==> src/rtl/etapa_escritura.sv <==
// Write-back stage: small FIFO of {dir, dato} results draining into an
// 8 x DATA_W register file, with two read ports that bypass pending writes.
module etapa_escritura #(
    parameter int DATA_W = 14,
    parameter int ADDR_W = 3,
    parameter int DEPTH  = 2
) (
    input  logic                     clk,
    input  logic                     rst_n,
    input  logic                     in_valid,
    output logic                     in_ready,
    input  logic [DATA_W-1:0]        in_dato,
    input  logic [ADDR_W-1:0]        in_dir,
    input  logic                     hab_escritura,
    input  logic [ADDR_W-1:0]        rd_dir_a,
    output logic [DATA_W-1:0]        rd_dato_a,
    input  logic [ADDR_W-1:0]        rd_dir_b,
    output logic [DATA_W-1:0]        rd_dato_b,
    output logic [$clog2(DEPTH):0]   pendientes,
    output logic                     vacio
);

    localparam int PTR_W = $clog2(DEPTH);
    localparam int CNT_W = PTR_W + 1;
    localparam int NREG  = 2 ** ADDR_W;

    logic [DATA_W-1:0] fifo_dato_q [DEPTH];
    logic [DATA_W-1:0] fifo_dato_d [DEPTH];
    logic [ADDR_W-1:0] fifo_dir_q  [DEPTH];
    logic [ADDR_W-1:0] fifo_dir_d  [DEPTH];
    logic [DATA_W-1:0] regfile_q   [NREG];
    logic [DATA_W-1:0] regfile_d   [NREG];
    logic [PTR_W-1:0]  wr_ptr_q, wr_ptr_d;
    logic [PTR_W-1:0]  rd_ptr_q, rd_ptr_d;
    logic [CNT_W-1:0]  cnt_q, cnt_d;
    logic [PTR_W-1:0]  byp_idx;
    logic              push, pop;

    // Ready looks only at the registered count: a full FIFO stalls upstream
    // even when the head retires this same cycle.
    assign in_ready   = (cnt_q < CNT_W'(DEPTH));
    assign vacio      = (cnt_q == '0);
    assign pendientes = cnt_q;
    assign push       = in_valid && in_ready;
    assign pop        = hab_escritura && !vacio;

    always_comb begin
        fifo_dato_d = fifo_dato_q;
        fifo_dir_d  = fifo_dir_q;
        regfile_d   = regfile_q;
        wr_ptr_d    = wr_ptr_q;
        rd_ptr_d    = rd_ptr_q;
        cnt_d       = cnt_q;
        if (push) begin
            fifo_dato_d[wr_ptr_q] = in_dato;
            fifo_dir_d[wr_ptr_q]  = in_dir;
            wr_ptr_d              = wr_ptr_q + PTR_W'(1);
        end
        if (pop) begin
            regfile_d[fifo_dir_q[rd_ptr_q]] = fifo_dato_q[rd_ptr_q];
            rd_ptr_d                        = rd_ptr_q + PTR_W'(1);
        end
        case ({push, pop})
            2'b10:   cnt_d = cnt_q + CNT_W'(1);
            2'b01:   cnt_d = cnt_q - CNT_W'(1);
            default: cnt_d = cnt_q;
        endcase
    end

    always_ff @(posedge clk or negedge rst_n) begin
        if (!rst_n) begin
            for (int i = 0; i < DEPTH; i++) begin
                fifo_dato_q[i] <= '0;
                fifo_dir_q[i]  <= '0;
            end
            for (int r = 0; r < NREG; r++) begin
                regfile_q[r] <= '0;
            end
            wr_ptr_q <= '0;
            rd_ptr_q <= '0;
            cnt_q    <= '0;
        end else begin
            fifo_dato_q <= fifo_dato_d;
            fifo_dir_q  <= fifo_dir_d;
            regfile_q   <= regfile_d;
            wr_ptr_q    <= wr_ptr_d;
            rd_ptr_q    <= rd_ptr_d;
            cnt_q       <= cnt_d;
        end
    end

    // Walk pending entries oldest to youngest so the youngest match wins.
    // The head is still counted during its retire cycle, so no stale window.
    always_comb begin
        rd_dato_a = regfile_q[rd_dir_a];
        rd_dato_b = regfile_q[rd_dir_b];
        byp_idx   = rd_ptr_q;
        for (int i = 0; i < DEPTH; i++) begin
            byp_idx = rd_ptr_q + PTR_W'(i);
            if (CNT_W'(i) < cnt_q) begin
                if (fifo_dir_q[byp_idx] == rd_dir_a) rd_dato_a = fifo_dato_q[byp_idx];
                if (fifo_dir_q[byp_idx] == rd_dir_b) rd_dato_b = fifo_dato_q[byp_idx];
            end
        end
    end

endmodule

==> config.mk <==
export PLATFORM = sky130hd
export DESIGN_NAME = etapa_escritura
export DESIGN_NICKNAME = d
export VERILOG_FILES = /design/src/rtl/etapa_escritura.sv
export SDC_FILE = /design/constraint.sdc
export NUM_CORES = 1
export LEC_CHECK = 0
export ABC_AREA = 1
export CAP_MARGIN = 10
export CELL_PAD_IN_SITES_DETAIL_PLACEMENT = 0
export CELL_PAD_IN_SITES_GLOBAL_PLACEMENT = 1
export CORE_UTILIZATION = 25
export CTS_CLUSTER_DIAMETER = 30
export DETAILED_ROUTE_END_ITERATION = 12
export PLACE_DENSITY = 0.51
export SLEW_MARGIN = 25
export SYNTH_ARGS = -nofsm -noshare
export SYNTH_HDL_FRONTEND = slang
export SYNTH_SLANG_ARGS = --single-unit
==> constraint.sdc <==
create_clock -name clk -period 2.5 [get_ports clk]
set_clock_uncertainty 0.05 [all_clocks]
set_input_delay 0.625 -clock clk [delete_from_list [all_inputs] [get_ports clk]]
set_output_delay 0.625 -clock clk [all_outputs]
set_load 0.02 [all_outputs]
Yosys cells after proc, flatten, opt, wreduce, memory -nomap -nowiden

Cells that the tools add are included.
Widths: inputs -> output; s select.

Bits in read-only memories: 0
Memories kept: 0
Output and inout port bits: 32
Latch bits: 0
RAM bits: 0
Register bits: 150
Word-level logic and storage cells: 85
Input bits: 27

Add/sub/neg operators: 4
$lt $le $gt $ge: 11
$mul: 0
Bitwise logic cells: 6
Reduce and logical (&&, ||, !) cells: 7
Muxes and demuxes: 36
Shifts and indexed selects: 0
Eq/ne operators: 6
Divide/modulo/power cells: 0

Operators by type and width:

| cell                | count |
|---|---|
| $mux 14             | 20 |
| $bwmux 112          | 1 |
| $bmux 14 s3         | 2 |
| $demux 14 s3        | 1 |
| $bwmux 28           | 1 |
| $mux 3              | 7 |
| $demux 14 s1        | 1 |
| $eq 3x3->1          | 4 |
| $ge 4x4->1 const B  | 3 |
| $not 3->4           | 3 |
| $bwmux 6            | 1 |
| $ge 2x2->1 const B  | 3 |
| $not 1->2           | 3 |
| $logic_and 1x1->1   | 4 |
| $lt 1x2->1 const A  | 2 |
| $lt 4x1->1 const B  | 1 |
| $pmux 2 s2          | 1 |
| $demux 3 s1         | 1 |
| $add 1x1->1 const B | 2 |
| $add 2x1->2 const B | 1 |
| $eq 2x1->1 const B  | 1 |
| $eq 2x2->1 const B  | 1 |
| $logic_not 2->1     | 1 |
| $lt 2x1->1 const B  | 1 |
| 4 further kinds     | 4 |

Depth between registers and ports, before layout

Gate-level depths: netlist of run 1.

Depth after elaboration: 10
Depth in mapped cells: 12

Worst setup path after synthesis of run 1

OpenSTA, ideal clock, no wires.

Path kind: reg-to-output
From: register cnt_q[1], in the netlist pendientes[1]
To: output port rd_dato_b[10]
Buffers on the path: 1
Arrival time: 1.817 ns
Cell stages (with the launch flop): 11
Setup slack: 0.008 ns
Cell sequence: dfrtp_1 inv_1 ha_1 inv_1 nand2_1 nor2_4 nand2_2 buf_6 nand2_1 nand3_1 nand2_1

Longest elaborated chain between the ends: 4
Elaborated cells between the ends (all ways): 5
Those cells by class: order compare: 2; mux: 3

RTL lines:

| what                     | RTL line | source |
|---|---|---|
| start: declaration       | 35       | `logic [CNT_W-1:0] cnt_q, cnt_d;` |
| start signal: assignment | 88       | `cnt_q <= cnt_d;` |
| $lt 1x2->1               | 100      | `if (CNT_W'(i) < cnt_q) begin` |
| $mux 14                  | 100      |  |
| $mux 14                  | 102      | `if (fifo_dir_q[byp_idx] == rd_dir_b) rd_dato_b = fifo_dato_q[byp_idx];` |
| $mux 14 *                | 100      |  |
| end: declaration         | 18       | `output logic [DATA_W-1:0] rd_dato_b,` |

Every way passes the cells marked *; elsewhere a longest branch is shown, timed or not.

Worst setup path in the final report of run 1

From: register rd_ptr_q
To: output port rd_dato_a[8]

Longest elaborated chain between the ends: 9
Elaborated cells between the ends (all ways): 21
Those cells by class: add/sub: 1; eq/ne: 2; mux: 16; bitwise: 2

RTL lines:

| what                                      | RTL line | source |
|---|---|---|
| start: declaration                        | 34       | `logic [PTR_W-1:0] rd_ptr_q, rd_ptr_d;` |
| start signal: assignment                  | 87       | `rd_ptr_q <= rd_ptr_d;` |
| $not 1->2 (not written as such)           | 101      | `if (fifo_dir_q[byp_idx] == rd_dir_a) rd_dato_a = fifo_dato_q[byp_idx];` |
| $mux 3 (not written as such) (3 in a row) | 101      |  |
| $eq 3x3->1                                | 101      |  |
| $mux 14                                   | 101      |  |
| $mux 14                                   | 100      |  |
| $mux 14                                   | 101      |  |
| $mux 14 *                                 | 100      |  |
| end: declaration                          | 16       | `output logic [DATA_W-1:0] rd_dato_a,` |

Every way passes the cells marked *; elsewhere a longest branch is shown, timed or not. The select of a mux whose other input is x is not followed.

==> results of run 1 <==
## metal layers
layer  vias to the layer above  track usage [%]
met5                         -                0
met4                         0             4.60
met3                        27             3.04
met2                       173             33.5
met1                      4406             27.7
li1                       4655                -
## through the flow
step	setup WS, ns	total power [uW]	utilization (%)	setup TNS [ns]	instance area [um2]
after global placement	-0.948	13000	31.1	-25.00	11500
after floorplan	0.00781	9160	-	0	9430
final	-0.374	16800	34.5	-9.33	12700
after CTS	-0.362	16600	33.7	-9.48	12400
after detailed placement	-0.930	13000	31.1	-24.78	11500
after global routing	-0.477	18200	34.5	-12.09	12700
## power groups by stage
stage / clock network (uW) / logic (uW) / registers [uW]
2_1_floorplan: 0 / 5040 / 4120
3_3_place_gp: 0 / 8620 / 4330
3_5_place_dp: 0 / 8640 / 4330
4_1_cts: 3030 / 9220 / 4320
5_1_grt: 3130 / 10600 / 4470
6_report: 2950 / 9550 / 4320
## layout by cell type, fill, tap and decap left out, types with 7 or more instances in the layout
cell and instances:
dfrtp_1 149, o21ai_1 72, o21ai_2 10, and2_1 8, nand3_1 182, buf_6 36
clkdlybuf4s50_1 23, nand3_2 19, nand2_4 21, buf_12 39, nand2_2 59, clkbuf_16 21
inv_2 13, inv_1 142, buf_4 58, nor2_2 7, nand2_1 527, o21ai_0 91
o21ai_4 7, nor2_4 8
## worst paths after layout
kind | slack [ns] | cells after the start | end
worst max-delay path | -0.37 | 12 | rd_dato_a[8]
worst max register to register | 0.45 | 8 | regfile_q[77]$_DFFE_PN0P_
max in group asynchronous | 1.69 | 2 | fifo_dato_q[0]$_DFFE_PN0P_
min in group clk | 0.43 | 2 | fifo_dato_q[1]$_DFFE_PN0P_
worst min register to register | 0.43 | 2 | fifo_dato_q[1]$_DFFE_PN0P_
worst min-delay path | 0.19 | 2 | regfile_q[21]$_DFFE_PN0P_
## registers in the layout (all words and copies together), names as in the netlist
signal / count
rd_ptr_q: 1
fifo_dir_q: 6
pendientes: 2
regfile_q: 112
fifo_dato_q: 28
wr_ptr_q: 1
## cells by family (layout without fill, tap and decap cells)
family,after synthesis,count (layout)
xor+xnor,3,3
simple gates,841,841
buf+inv,239,358
compound gates,181,181
flops,150,150
fa+ha+maj,3,3
## area by class of cell
type	count	area share, %
multi-input combinational	1028	39.6
sequential	150	29.5
timing repair buffer	170	16.3
tap	504	4.95
inverter	157	4.67
clock buffer	20	3.51
clock inverter	11	1.55
## repair_timing
action / CTS / global route
gates cloned: 0 / 4
resized for setup: 252 / 64
setup endpoints to repair: 29 / 28
hold buffers: 0 / 0
pin swaps: 10 / 32
setup buffers: 2 / 1
## worst register-to-register path, stage by stage, from the launching register on
cell and delay [ns]:
dfrtp_1 0.40, buf_6 0.12, inv_2 0.03, ha_2 0.19, inv_4 0.09, nand2_1 0.18, a21oi_4 0.34, nand2_4 0.30
o21ai_0 0.28
==> qor.yml, run 1 <==
logic_synthesis:
  synthTopCellsByCount: "590 x nand2_1, 201 x nand3_1, 150 x dfrtp_1, 150 x inv_1, 96 x o21ai_0"
  ys_top_cells_by_area: "dfrtp_1 40%, nand2_1 23%, nand3_1 11%, inv_1 6.0%, o21ai_0 5.1%"
  synth_area_um2: 9430
  yosys.area.top_type: "dfrtp_1"
  synthSimpleGateAreaFrac_pct: 38.2
  seq_area_frac_synth_pct: 39.8
  synth.most_common_cell: "nand2_1"
  synth-seq-cells: 150
  synth_compound_area_share_pct: 10.4
  synthFlopType: "dfrtp_1"
  synth.distinct_cells: 24
  synth_fa_ha_area_share_pct: 0.398
  synth_xor_area_share_pct: 0.279
  syn_nets: 1447
  synth_mux_area_share_pct: 0
  yosys_warnings: 0
  synth_top_family_by_area: "simple AND/OR/NAND/NOR gates"
  syn_inst: 1417
  synth_edf_count: 0
  synth_top_area_share_pct: 39.8
  async_reset_ff_share_pct: 100
  avgSynthCellArea_um2: 6.65
floorplan:
  rows: 70
  dieArea_um2: 38500
  start_util_pct: 25.6
  io_pins: 59
  dieWidth_um: 196
  fp.dieH_um: 196
  core_um2: 36900
route:
  wl_met1_um: 18000
  top_layer_used: "met4"
  postRouteAntennaNets: 0
  drtIter0Drc: 538
  drc_errors: 0
  route.met2.wl_um: 17800
  drt_pass1_iterations: 5
  drt-total-wl_um: 37600
  via_per_inst: 4.54
  wl_per_cell_um: 18.4
  met3_length_um: 1240
  vias: 9261
pwr:
  p_int_uw: 9160
  p_comb_share_pct: 56.7
  clockPowerShare_pct: 17.5
  p_seq_share_pct: 25.7
  leakage_uw: 0.00638
  ir_worst_vdd_v: 0.000731
  powerDensity_nw_per_um2: 1320
  power.share.switching_pct: 45.5
  p_switching_uw: 7660
grt:
  grt_pass1_wl_um: 57900
  grt_max_degree: 107
  grt_usage_pct: 20.3
  first_global_vias: 9393
  grt_overflow_total: 0
  grt_antenna_before_repair: 0
sta:
  rsz0062_at_grt: "true"
  finalCritPeriodShare_pct: 115
  hold_ws_ns: 0.189
  worst_slack_ns: -0.374
  worst_pin_slew_ns: 0.672
  finalHoldViolCount: 0
  setup_viol: 28
  max_freq_mhz: 348
  finalCriticalPeriod_ns: 2.87
  slew_headroom_pct: 55.2
  maxSlewViolCount: 0
cells_and_area:
  nets: 1554
  regArea_um2: 3750
  fin_cells: 2040
  area_growth_pct: 35.1
  multi_input_area_um2: 5040
  drive_above_1_share_pct: 21.4
  diodes: 0
  fillers: 3983
clock_tree:
  path_clk_slew_ns: 0.06
  insertion_delay_ns: 0.45
  cts_buffers: 17
  cts-root-buf: "clkbuf_16"
  clockBufferDepth: 2
  htree_levels: 4
  cts_tree: "built"
  cts.sinks: 150
status:
  status: "finished, violations left"
  violations: "setup timing"
critical_path:
  max_stage_delay_ns: 0.47
  crit-reg2reg-launch: "pendientes[0]$_DFFE_PN0P_"
  cp_top_family: "buffers and inverters"
  crit_required_ns: 1.82
  slowest_stage: "dfrtp_2"
  endpoint_kind: "output pin"
  critPathLaunch: "rd_ptr_q$_DFFE_PN0N_"
  startpoint_type: "flop"
  critPathBufInv: 5
  critPathKind: "reg -> out"
  crit_fanout: 7
  arrival_ns: 2.20
  path_cells: "buf_6, o21ai_4, inv_2, nand2_1, nand2_1, nor2_2, nand2_4, inv_4, buf_12, nand2_2, nand2_2, buf_6"
placement:
  dp.cells: 2002
  place.gp.congestion: 0.792
  io_buffers: 58
  post-dp-hpwl_um: 25300
worst_hold_path:
  hold_path_class: "in -> async"
job:
  max-cap-violations: 0
Power figures use the tool's default switching activity.
==> run 2: changes to the inputs <==
--- a/config.mk
+++ b/config.mk
@@ -7,12 +7,10 @@
 export LEC_CHECK = 0
 export ABC_AREA = 1
 export CAP_MARGIN = 10
-export CELL_PAD_IN_SITES_DETAIL_PLACEMENT = 0
-export CELL_PAD_IN_SITES_GLOBAL_PLACEMENT = 1
-export CORE_UTILIZATION = 25
+export CORE_UTILIZATION = 30
 export CTS_CLUSTER_DIAMETER = 30
 export DETAILED_ROUTE_END_ITERATION = 12
-export PLACE_DENSITY = 0.51
+export PLACE_DENSITY = 0.45
 export SLEW_MARGIN = 25
 export SYNTH_ARGS = -nofsm -noshare
 export SYNTH_HDL_FRONTEND = slang
==> qor.yml, run 2 (synthesized netlist as in run 1, its figures left out) <==
route:
  drt_pass1_iterations: 7
  postRouteAntennaNets: 0
  via_per_inst: 4.90
  drc_errors: 0
  vias: 9586
  drtIter0Drc: 675
  drt-total-wl_um: 35800
  wl_per_cell_um: 18.3
pwr:
  powerDensity_nw_per_um2: 1350
  p_comb_share_pct: 58.0
  clockPowerShare_pct: 17.1
  leakage_uw: 0.00651
  power.share.switching_pct: 45.3
  ir_worst_vdd_v: 0.000823
  p_int_uw: 9540
  p_total_uw: 17500
  p_seq_share_pct: 24.9
  p_switching_uw: 7910
floorplan:
  core_um2: 30700
  dieWidth_um: 179
  rows: 64
  dieArea_um2: 32100
  io_pins: 59
  start_util_pct: 30.7
  fp.dieH_um: 179
cells_and_area:
  nets: 1579
  fin_cells: 1958
  fillers: 3249
  top_register: "regfile_q"
  top_regs: "regfile_q: 112 flops, fifo_dato_q: 28 flops, fifo_dir_q: 6 flops"
  area_growth_pct: 37.4
  fin_area_um2: 12900
  drive_above_1_share_pct: 23.6
  final_cell_mix: "532 x nand2_1, 162 x nand3_1, 149 x dfrtp_1"
  multi_input_area_um2: 5220
  largest_reg_flops: 112
  diodes: 0
  regArea_um2: 3750
  mostFrequentLayoutCell: "nand2_1"
placement:
  io_buffers: 58
  place_area_um2: 11200
  place.gp.congestion: 0.852
  post-dp-hpwl_um: 23200
  dp.cells: 1905
grt:
  grt_pass1_wl_um: 55500
  grt_usage_pct: 23.3
  first_global_vias: 9341
  grt_overflow_total: 0
  grt_antenna_before_repair: 0
  grt_max_degree: 45
critical_path:
  ff2ff_path_depth: 9
  critPathKind: "reg -> out"
  crit_fanout: 7
  startpoint_type: "flop"
  endpoint_kind: "output pin"
  critPathLaunch: "rd_ptr_q$_DFFE_PN0N_"
  crit-reg2reg-launch: "rd_ptr_q$_DFFE_PN0N_"
  crit_required_ns: 1.82
  arrival_ns: 2.17
clock_tree:
  insertion_delay_ns: 0.43
  ctsHoldBuffers: 0
  htree_levels: 4
  path_clk_slew_ns: 0.06
  cts-root-buf: "clkbuf_16"
  cts_tree: "built"
  cts.sinks: 150
  clockBufferDepth: 2
  cts_buffers: 17
sta:
  finalCriticalPeriod_ns: 2.85
  rsz0062_at_grt: "true"
  slew_headroom_pct: 59.7
  maxSlewViolCount: 0
  finalHoldViolCount: 0
  worst_pin_slew_ns: 0.605
  finalCritPeriodShare_pct: 114
  worst_slack_ns: -0.346
  setup_tns_ns: -8.44
  setup_viol: 28
  max_freq_mhz: 351
status:
  violations: "setup timing"
  status: "finished, violations left"
job:
  max-cap-violations: 0
worst_hold_path:
  hold_path_class: "in -> async"
run 2: cell types whose count changed in the layout (fill, tap and decap cells not counted), sizes merged:
cell,previous run,this run
buf,139,164
bufbuf,0,1
bufinv,5,6
clkbuf,24,21
clkdlybuf4s50,23,22
clkinv,3,4
clkinvlp,1,2
dlymetal6s2s,0,1
inv,159,157
nand2,607,609
run 2: power groups by stage:
stage	clock [uW]	combinational (uW)	sequential (uW)
finish	2990	10100	4340
global route	3140	11100	4490
CTS	3050	9630	4310
detailed placement	0	8140	4310
global placement	0	8100	4310
floorplan	0	5040	4120
run 2: worst max-delay path, stage by stage (launching register included):
cell	delay (ns)
dfrtp_2	0.48
buf_6	0.16
nand2_4	0.06
and2_4	0.17
nor2_2	0.05
nor2_4	0.22
buf_12	0.15
nand2_8	0.08
nand2_2	0.07
nand3_2	0.07
nand2_2	0.09
buf_6	0.12
run 2: path summary, 6_finish.rpt:
| path | slack (ns) | to |
|---|---|---|
| setup / recovery | -0.35 | rd_dato_a[8] |
| hold / removal | 0.06 | regfile_q[26]$_DFFE_PN0P_ |
| setup reg to reg | 0.49 | regfile_q[36]$_DFFE_PN0P_ |
| hold reg to reg | 0.43 | fifo_dato_q[0]$_DFFE_PN0P_ |
| max in group asynchronous | 1.62 | regfile_q[90]$_DFFE_PN0P_ |
| min in group clk | 0.43 | fifo_dato_q[0]$_DFFE_PN0P_ |
run 2: what timing repair did:
action / 4_1_cts / 5_1_grt
gates resized for setup: 278 / 95
pin swaps: 52 / 45
cloned: 9 / 1
endpoints found under the setup margin: 29 / 28
setup buffers: 12 / 1
run 2: area by class of cell:
cell class,instances,share of cell area (%)
Multi-Input combinational cell,1030,40.3
Clock inverter,12,1.75
Clock buffer,20,3.37
Inverter,157,4.67
Tap cell,396,3.83
Sequential cell,150,29.0
Timing Repair Buffer,193,17.1
run 2: metrics by stage:
step                hold slack (ns)  setup WS (ns)  util [%]
finish                       0.0645         -0.346      42.1
floorplan                     0.279        0.00781         -
detailed placement            0.423         -0.940      36.5
global route                  0.106         -0.430      42.1
CTS                           0.104         -0.378      41.1
global placement              0.418         -0.947      36.5
run 2: per-layer routing:
metal	track usage [%]	share of wire, %
met3	3.48	5.0
met5	0	0
met1	31.4	45
met2	38.6	48
met4	6.58	2.2
==> run 3: changes to the inputs <==
--- a/config.mk
+++ b/config.mk
@@ -10,7 +10,7 @@
 export CORE_UTILIZATION = 30
 export CTS_CLUSTER_DIAMETER = 30
 export DETAILED_ROUTE_END_ITERATION = 12
-export PLACE_DENSITY = 0.45
+export PLACE_DENSITY = 0.48
 export SLEW_MARGIN = 25
 export SYNTH_ARGS = -nofsm -noshare
 export SYNTH_HDL_FRONTEND = slang
==> qor.yml, run 3 (synthesized netlist as in run 1, its figures left out) <==
cells_and_area:
  drive_above_1_share_pct: 18.6
  top_regs: "regfile_q: 112 flops, fifo_dato_q: 28 flops, fifo_dir_q: 6 flops"
  fin_cells: 1928
  top_register: "regfile_q"
  area_growth_pct: 29.9
  largest_reg_flops: 112
  mostFrequentLayoutCell: "nand2_1"
  final_cell_mix: "559 x nand2_1, 189 x nand3_1, 149 x dfrtp_1"
  diodes: 0
  fillers: 3307
  nets: 1551
clock_tree:
  cts-root-buf: "clkbuf_16"
  ctsHoldBuffers: 0
  htree_levels: 4
  cts_tree: "built"
  insertion_delay_ns: 0.44
  clockBufferDepth: 2
  cts.sinks: 150
  cts_buffers: 17
  path_clk_slew_ns: 0.07
floorplan:
  fp.dieH_um: 179
  rows: 64
  dieWidth_um: 179
  io_pins: 59
  dieArea_um2: 32100
  core_um2: 30700
  start_util_pct: 30.7
worst_hold_path:
  hold_path_class: "in -> async"
sta:
  worst_pin_slew_ns: 0.607
  maxSlewViolCount: 0
  finalCriticalPeriod_ns: 2.83
  finalCritPeriodShare_pct: 113
  finalHoldViolCount: 0
  hold_ws_ns: 0.0303
  rsz0062_at_grt: "true"
  max_freq_mhz: 353
  worst_slack_ns: -0.329
  setup_viol: 28
  setup_tns_ns: -8.21
  slew_headroom_pct: 59.5
pwr:
  ir_worst_vdd_v: 0.000578
  leakage_uw: 0.00627
  powerDensity_nw_per_um2: 1310
grt:
  first_global_vias: 9167
  grt_overflow_total: 0
  grt_antenna_before_repair: 0
  grt_pass1_wl_um: 53400
  grt_usage_pct: 22.3
  grt_max_degree: 62
critical_path:
  r2r_end: "regfile_q[24]$_DFFE_PN0P_"
  endpoint_kind: "output pin"
  startpoint_type: "flop"
  critPathBufInv: 3
  rrSetupSlack_ns: 0.54
  crit-reg2reg-launch: "pendientes[1]$_DFFE_PN0P_"
  crit_required_ns: 1.82
  slowest_stage: "dfrtp_2"
  max_stage_delay_ns: 0.43
  path_cells: "buf_12, nand2_1, and2_4, nor2_2, nor2_4, nand2_2, buf_12, nand2_1, nand3_2, nand2_2, buf_4"
  critPathKind: "reg -> out"
  arrival_ns: 2.15
  ff2ff_path_depth: 8
  cp_top_family: "simple AND/OR/NAND/NOR gates"
  crit_fanout: 14
route:
  wl_per_cell_um: 17.4
  postRouteAntennaNets: 0
  drt_pass1_iterations: 5
  drt-total-wl_um: 33500
  drtIter0Drc: 740
  drc_errors: 0
  via_per_inst: 4.85
  vias: 9351
placement:
  place.gp.congestion: 0.863
  post-dp-hpwl_um: 22300
  dp.cells: 1890
  io_buffers: 58
status:
  status: "finished, violations left"
  violations: "setup timing"
job:
  max-cap-violations: 0
[run 3: changes by cell type in the layout (fill, tap and decap cells not counted), moves of 6 or more]
cell and delta:
o21ai_2 +11, buf_4 -8, o21ai_4 -12, nand2_2 -20
o21ai_1 -6, nand2_4 -7, nand3_2 -29, nand3_1 +27
o21ai_0 +7, nand2_1 +27, buf_6 -9
[run 3: power breakdown]
part | switching (uW) | internal (uW)
combinational | 5300 | 3420
sequential | 801 | 3510
clock | 1080 | 1870
[run 3: worst max-delay path by stage]
stage	startpoint	end	slack, ns	cells after the start
6_report	rd_ptr_q$_DFFE_PN0N_	rd_dato_a[1]	-0.33	11
5_1_grt	rd_ptr_q$_DFFE_PN0N_	rd_dato_b[4]	-0.44	12
4_1_cts	rd_ptr_q$_DFFE_PN0N_	rd_dato_a[1]	-0.41	11
3_5_place_dp	rd_dir_a[1]	rd_dato_a[1]	-0.93	12
3_3_place_gp	rd_dir_a[1]	rd_dato_a[1]	-0.97	12
2_1_floorplan	pendientes[1]$_DFFE_PN0P_	rd_dato_b[10]	0.008	10
[run 3: final cells by class]
class,instances,area (um2),area share [%]
inverter,157,594,4.86
multi-input combinational,1028,4880,39.8
clock inverter,7,168,1.37
tap,396,495,4.05
timing repair buffer,167,1860,15.2
clock buffer,23,488,3.99
sequential,150,3750,30.7
[run 3: timing repair]
action,CTS,global route
buffers inserted,3,0
gates resized for setup,202,55
cloned,4,1
setup endpoints to repair,29,28
pin swaps,6,13
[run 3: metal layers]
layer	wire length [um]	GRT usage (%)
met2	15400	35.9
met5	0	0
met4	836	7.88
met3	1710	3.56
met1	15500	30.0
[run 3: per-stage QoR]
step	cell area (um2)	utilization, %	worst slack (ns)	total power [uW]
2_1_floorplan	9430	-	0.00781	9160
3_3_place_gp	11100	36.2	-0.974	12500
3_5_place_dp	11100	36.2	-0.927	12500
4_1_cts	12000	39.2	-0.410	15800
5_1_grt	12200	39.8	-0.439	17200
6_report	12200	39.8	-0.329	16000
